--- src/rtl/l1ca_acq_scheduler_pkg.sv ---
// Shared GNSS types and constants for the L1 C/A acquisition scheduler.
package common_gnss_types_pkg;

  localparam int unsigned WORD_W = 32;
  localparam int unsigned CODE_W = 11;
  localparam int unsigned DOP_W  = 5;

  typedef logic [WORD_W-1:0] word_t;
  typedef logic [4:0]        sv_t;

  typedef enum logic [2:0] {
    IDLE,
    SELECT,
    START,
    WAIT_DONE,
    EVAL,
    ASSIGN
  } acq_sched_state_t;

  localparam word_t ACQ_THRESH_DEFAULT = 32'd1000;

endpackage

--- src/rtl/l1ca_acq_scheduler_prio.sv ---
// Lowest-set-bit priority encoder: idx_o is the index of the lowest set bit of req_i.
module prio_enc_lsb #(
  parameter  int unsigned W  = 4,
  localparam int unsigned IW = (W > 1) ? $clog2(W) : 1
) (
  input  logic [W-1:0]  req_i,
  output logic [IW-1:0] idx_o,
  output logic          any_o
);

  // Scan from the top down so the lowest set bit is the last to win.
  always_comb begin
    idx_o = '0;
    any_o = |req_i;
    for (int unsigned i = W; i > 0; i--) begin
      if (req_i[i-1]) begin
        idx_o = IW'(i - 1);
      end
    end
  end

endmodule

--- src/rtl/l1ca_acq_scheduler.sv ---
// Acquisition scheduler: walks all PRNs, launches one l1ca_search per untracked PRN
// while a tracking channel is free, and hands hits to the lowest free channel.
module l1ca_acq_scheduler
  import common_gnss_types_pkg::*;
#(
  parameter  int unsigned N_SV   = 32,
  parameter  int unsigned N_CHAN = 4,
  localparam int unsigned SVW    = (N_SV > 1) ? $clog2(N_SV) : 1,
  localparam int unsigned CW     = (N_CHAN > 1) ? $clog2(N_CHAN) : 1
) (
  input  logic              clk,
  input  logic              nrst,
  input  logic              en,
  input  word_t             thresh,
  input  logic [N_CHAN-1:0] chan_free,
  input  logic [N_SV-1:0]   sv_tracked,
  output logic              search_start,
  output logic [SVW-1:0]    search_sv,
  input  logic              search_busy,
  input  word_t             search_acc,
  input  logic [CODE_W-1:0] search_code,
  input  logic [DOP_W-1:0]  search_dop,
  output logic              assign_valid,
  output logic [CW-1:0]     assign_chan,
  output logic [SVW-1:0]    assign_sv,
  output logic [CODE_W-1:0] assign_code,
  output logic [DOP_W-1:0]  assign_dop,
  output logic              scan_done,
  output logic              busy,
  output logic [15:0]       drop_cnt
);

  acq_sched_state_t  state_q, state_d;
  logic [SVW-1:0]    sv_ptr_q, sv_ptr_d;
  logic [SVW-1:0]    search_sv_q, search_sv_d;
  logic              assign_valid_q, assign_valid_d;
  logic [CW-1:0]     assign_chan_q, assign_chan_d;
  logic [SVW-1:0]    assign_sv_q, assign_sv_d;
  logic [CODE_W-1:0] assign_code_q, assign_code_d;
  logic [DOP_W-1:0]  assign_dop_q, assign_dop_d;
  logic              scan_done_q, scan_done_d;
  logic [15:0]       drop_cnt_q, drop_cnt_d;

  logic [CW-1:0]     free_idx;
  logic              free_any;
  logic              hit;
  logic              advance;

  prio_enc_lsb #(.W(N_CHAN)) u_chan_sel (
    .req_i (chan_free),
    .idx_o (free_idx),
    .any_o (free_any)
  );

  assign hit = search_acc > thresh;

  // Next-state, pointer and registered-output logic for the scheduler FSM.
  always_comb begin
    state_d        = state_q;
    sv_ptr_d       = sv_ptr_q;
    search_sv_d    = search_sv_q;
    assign_valid_d = 1'b0;
    assign_chan_d  = assign_chan_q;
    assign_sv_d    = assign_sv_q;
    assign_code_d  = assign_code_q;
    assign_dop_d   = assign_dop_q;
    scan_done_d    = 1'b0;
    drop_cnt_d     = drop_cnt_q;
    advance        = 1'b0;

    unique case (state_q)
      IDLE: begin
        if (en) state_d = SELECT;
      end
      SELECT: begin
        if (!en) begin
          state_d = IDLE;
        end else if (!free_any) begin
          state_d = SELECT;
        end else if (sv_tracked[sv_ptr_q]) begin
          advance = 1'b1;
        end else begin
          search_sv_d = sv_ptr_q;
          state_d     = START;
        end
      end
      START: begin
        if (search_busy) state_d = WAIT_DONE;
      end
      WAIT_DONE: begin
        if (!search_busy) state_d = EVAL;
      end
      EVAL: begin
        if (hit && free_any) begin
          // Payload is registered here so it is valid together with the pulse in ASSIGN.
          assign_valid_d = 1'b1;
          assign_chan_d  = free_idx;
          assign_sv_d    = search_sv_q;
          assign_code_d  = search_code;
          assign_dop_d   = search_dop;
          state_d        = ASSIGN;
        end else begin
          if (hit && (drop_cnt_q != '1)) drop_cnt_d = drop_cnt_q + 16'd1;
          advance = 1'b1;
          state_d = SELECT;
        end
      end
      ASSIGN: begin
        advance = 1'b1;
        state_d = SELECT;
      end
      default: state_d = IDLE;
    endcase

    if (advance) begin
      if (sv_ptr_q == SVW'(N_SV - 1)) begin
        sv_ptr_d    = '0;
        scan_done_d = 1'b1;
      end else begin
        sv_ptr_d = sv_ptr_q + SVW'(1);
      end
    end
  end

  // State and output registers, cleared asynchronously.
  always_ff @(posedge clk or negedge nrst) begin
    if (!nrst) begin
      state_q        <= IDLE;
      sv_ptr_q       <= '0;
      search_sv_q    <= '0;
      assign_valid_q <= 1'b0;
      assign_chan_q  <= '0;
      assign_sv_q    <= '0;
      assign_code_q  <= '0;
      assign_dop_q   <= '0;
      scan_done_q    <= 1'b0;
      drop_cnt_q     <= '0;
    end else begin
      state_q        <= state_d;
      sv_ptr_q       <= sv_ptr_d;
      search_sv_q    <= search_sv_d;
      assign_valid_q <= assign_valid_d;
      assign_chan_q  <= assign_chan_d;
      assign_sv_q    <= assign_sv_d;
      assign_code_q  <= assign_code_d;
      assign_dop_q   <= assign_dop_d;
      scan_done_q    <= scan_done_d;
      drop_cnt_q     <= drop_cnt_d;
    end
  end

  assign search_start = (state_q == START);
  assign busy         = (state_q != IDLE);
  assign search_sv    = search_sv_q;
  assign assign_valid = assign_valid_q;
  assign assign_chan  = assign_chan_q;
  assign assign_sv    = assign_sv_q;
  assign assign_code  = assign_code_q;
  assign assign_dop   = assign_dop_q;
  assign scan_done    = scan_done_q;
  assign drop_cnt     = drop_cnt_q;

endmodule

--- config.mk ---
export PLATFORM = sky130hd
export DESIGN_NAME = l1ca_acq_scheduler
export DESIGN_NICKNAME = d
export VERILOG_FILES = /design/src/rtl/l1ca_acq_scheduler_pkg.sv /design/src/rtl/l1ca_acq_scheduler_prio.sv /design/src/rtl/l1ca_acq_scheduler.sv
export SDC_FILE = /design/constraint.sdc
export NUM_CORES = 1
export LEC_CHECK = 0
export CAP_MARGIN = 10
export CORE_MARGIN = 1.5
export CORE_UTILIZATION = 42
export CTS_CLUSTER_SIZE = 8
export DETAILED_ROUTE_END_ITERATION = 8
export PLACE_DENSITY_LB_ADDON = 0.3
export REMOVE_ABC_BUFFERS = 1
export SYNTH_ARGS = -nofsm -noshare
export SYNTH_HDL_FRONTEND = slang
export SYNTH_SLANG_ARGS = --single-unit
--- constraint.sdc ---
create_clock -name clk -period 3.3 [get_ports clk]
set_clock_uncertainty 0.2 [all_clocks]
set_input_delay 0.99 -clock clk [delete_from_list [all_inputs] [get_ports clk]]
set_output_delay 0.99 -clock clk [all_outputs]
set_load 0.01 [all_outputs]
==> results.toml <==
[detailed_routing]
final_antenna_net_count = 0
wl_met1_mm = 3.871
wl_per_cell_um = 15.62
drc = 0
vias = 3288
drt-vias-per-instance = 5.170
drt_wl_total_mm = 9.932
met2_length_mm = 5.209
wl_met3_um = 718
top_layer = "met4"
firstDrtPassIters = 4
drt_iter0_drc = 78

[placement]
portBuffers = 167
dpl.hpwl_mm = 7.266
gp_congestion = 0.7475

[critical_path]
crit_buf_inv = 2
crit_path_end_kind = "flop"
crit_chain = "clkbuf_2 -> ha_4 -> nor2b_4 -> o211ai_1 -> a2111oi_4 -> o41a_2 -> o21ai_2 -> or2_4 -> buf_8 -> mux2_4"
r2r_cells = 6
cp-start-kind = "input port"
max_stage_delay_ns = 0.51
path_depth = 10
crit_type = "input port to flop"
crit_arrival_ns = 3.20
crit_family = "compound AO/OA/AOI/OAI gates"
cpMaxStageDelayCell = "o41a_2"
crit_required_ns = 3.29
path_max_fanout = 6

[flow_run]
max_cap_viol_count = 0

[clock_tree]
cts_htree_levels = 2
cts_tree = "yes"
cts.sinks = 54
clk_pin_slew_worst_paths_ns = 0.10
clock_path_buffers = 2
cts_inserted_buffers = 5
postCtsHoldBufs = 0
root_buffer = "clkbuf_8"
clk_latency_ns = 0.30

[sta]
clock.fmax_ghz = 0.3120
final-setup-viol-count = 0
hold_violations = 0
worst_pin_slew_ns = 0.6733
final-max-slew-violation-count = 0
finalCritPeriodShare_pct = 97.12
max_slew_margin_pct = 55.11
timing.hold.ws_ns = 0.2983
setup_tns_ns = 0
period_needed_ns = 3.205

[logic_synthesis]
synth_top_family_by_area = "multiplexers"
synth.most_common_cell = "dfrtp_1"
yosysUniqueCellTypes = 57
synthSimpleGateAreaFrac_pct = 11.88
ys_seq_elements = 54
async_flop_share_pct = 100.0
synth-compound-area-share_pct = 10.21
synthAdderAreaFrac_pct = 12.41
synthTopCellsByArea = "dfrtp_1, ha_1, mux2_2, mux4_1, inv_1"
yosys_warnings = 0
netlist_area_um2 = 3530
netlist.area_leader.share_pct = 38.28
synth_edf_count = 0
ys_top_cells_by_count = "dfrtp_1, inv_1, ha_1, mux2_2, a21oi_1"
synth_xor_area_share_pct = 3.722
avgSynthCellArea_um2 = 10.66
syn_inst = 331
synthMuxAreaShare_pct = 17.23
yosysSeqAreaShare_pct = 38.28
synthFlopType = "dfrtp_1"
synth_top_area_cell = "dfrtp_1"

[grt]
grt_pass1_wl_mm = 15.87
grt-ovfl-total = 0
antenna_found_initial = 1
grt_max_degree = 55
grtUsageTotal_pct = 22.50
grt_pass1_vias = 3471

[power_and_ir_drop]
power.leakage_nw = 2.759
p_per_area_nw_per_um2 = 466.5
ir_drop_v = 0.0004045

[min_path]
holdCritPathClass = "flop to flop"
hold_depth = 1

[die]
die_h_um = 94.67
ios = 168
start_util_pct = 43.17
fp-row-count = 33
die_area_um2 = 8962
core_region_area_um2 = 8175
die_w_um = 94.67

[finish]
syn_to_final_growth_pct = 68.88
post-route-util_pct = 72.91
drive_gt1_share_pct = 27.74
num-nets-final = 684

[run_status]
status = "finished, final reports clean"
## state kept, by name, indices dropped and copies added, names as in the netlist
register and count:
drop_cnt 16, assign_code 11, assign_dop 5, assign_sv 5, search_sv 5, sv_ptr_q 5, state_q 3, assign_chan 2
assign_valid 1, scan_done 1
## logic make-up (layout without fill, tap and decap cells)
| family | count (synthesis) | in the layout |
|---|---|---|
| AND/OR/NAND/NOR | 80 | 80 |
| AO/OA/AOI/OAI | 54 | 54 |
| flip-flops | 54 | 54 |
| buffers and inverters | 51 | 250 |
| multiplexers | 42 | 42 |
| adder cells (fa/ha/maj) | 35 | 35 |
| XOR/XNOR | 15 | 15 |
| other | 0 | 1 |
## layout make-up
type | instances | area [µm²]
timing repair inverter | 2 | 17.52
timing repair buffer | 198 | 1832
clock buffer | 7 | 96.34
clock inverter | 1 | 8.758
antenna | 1 | 2.502
multi-input combinational | 226 | 2356
inverter | 42 | 165.2
sequential | 54 | 1351
fill | 581 | 2215
tap | 105 | 131.4
## report_power, final
| group | leakage (nW) | internal (mW) | total, mW | switching (mW) |
|---|---|---|---|---|
| Sequential | 0.701 | 0.847 | 1.04 | 0.194 |
| Clock | 0.0545 | 0.193 | 0.412 | 0.219 |
| Combinational | 2.00 | 0.839 | 1.33 | 0.489 |
## through the flow
step           total power, mW  std cells  worst slack (ns)  instance area (µm²)
5_1_grt                  2.978        636         -0.008588                 5961
4_1_cts                  2.797        632          0.009465                 5926
3_3_place_gp             2.281        615           -0.6318                 5426
2_1_floorplan            1.650        322           -0.1481                 3471
3_5_place_dp             2.318        615           -0.6683                 5426
6_report                 2.780        636           0.09514                 5961
## layer usage
layer  GRT usage (%)  vias up
met5               0        -
met2           41.49      105
li1                -     1595
met4           4.975        0
met1           25.83     1576
met3           5.958       12
## path summary, 6_finish.rpt
kind	end	slack [ns]	from
worst min register to register	drop_cnt[11]	0.30	drop_cnt[11]
worst max register to register	sv_ptr_q[4]	0.46	sv_ptr_q[1]
min in group asynchronous	drop_cnt[9]	0.60	nrst
worst min-delay path	drop_cnt[11]	0.30	drop_cnt[11]
max in group asynchronous	assign_code[5]	1.85	nrst
worst max-delay path	assign_sv[4]	0.1	search_acc[1]
## what timing repair did
action,4_1_cts,5_1_grt
buffers inserted,7,3
resized for setup,140,38
cloned,2,0
setup endpoints to repair,45,35
pin swaps,52,18
## cell usage in the layout (no fill, tap or decap), drive strengths merged, types with 3 or more instances in the layout
cell,netlist,routed
clkdlybuf4s50,0,102
dfrtp,54,54
inv,42,44
dlygate4sd2,0,37
ha,35,35
buf,5,32
mux2,27,27
clkdlybuf4s15,0,19
a21oi,18,18
nor2,17,17
nand2,16,16
clkbuf,4,15
xor2,12,12
o21ai,12,12
nand3,10,10
nand4,9,9
mux4,9,9
nor3,7,7
mux2i,6,6
nor4,5,5
a21o,4,4
and2,3,3
and3,3,3
xnor2,3,3
Note: power is estimated with default switching activity, not from simulation.
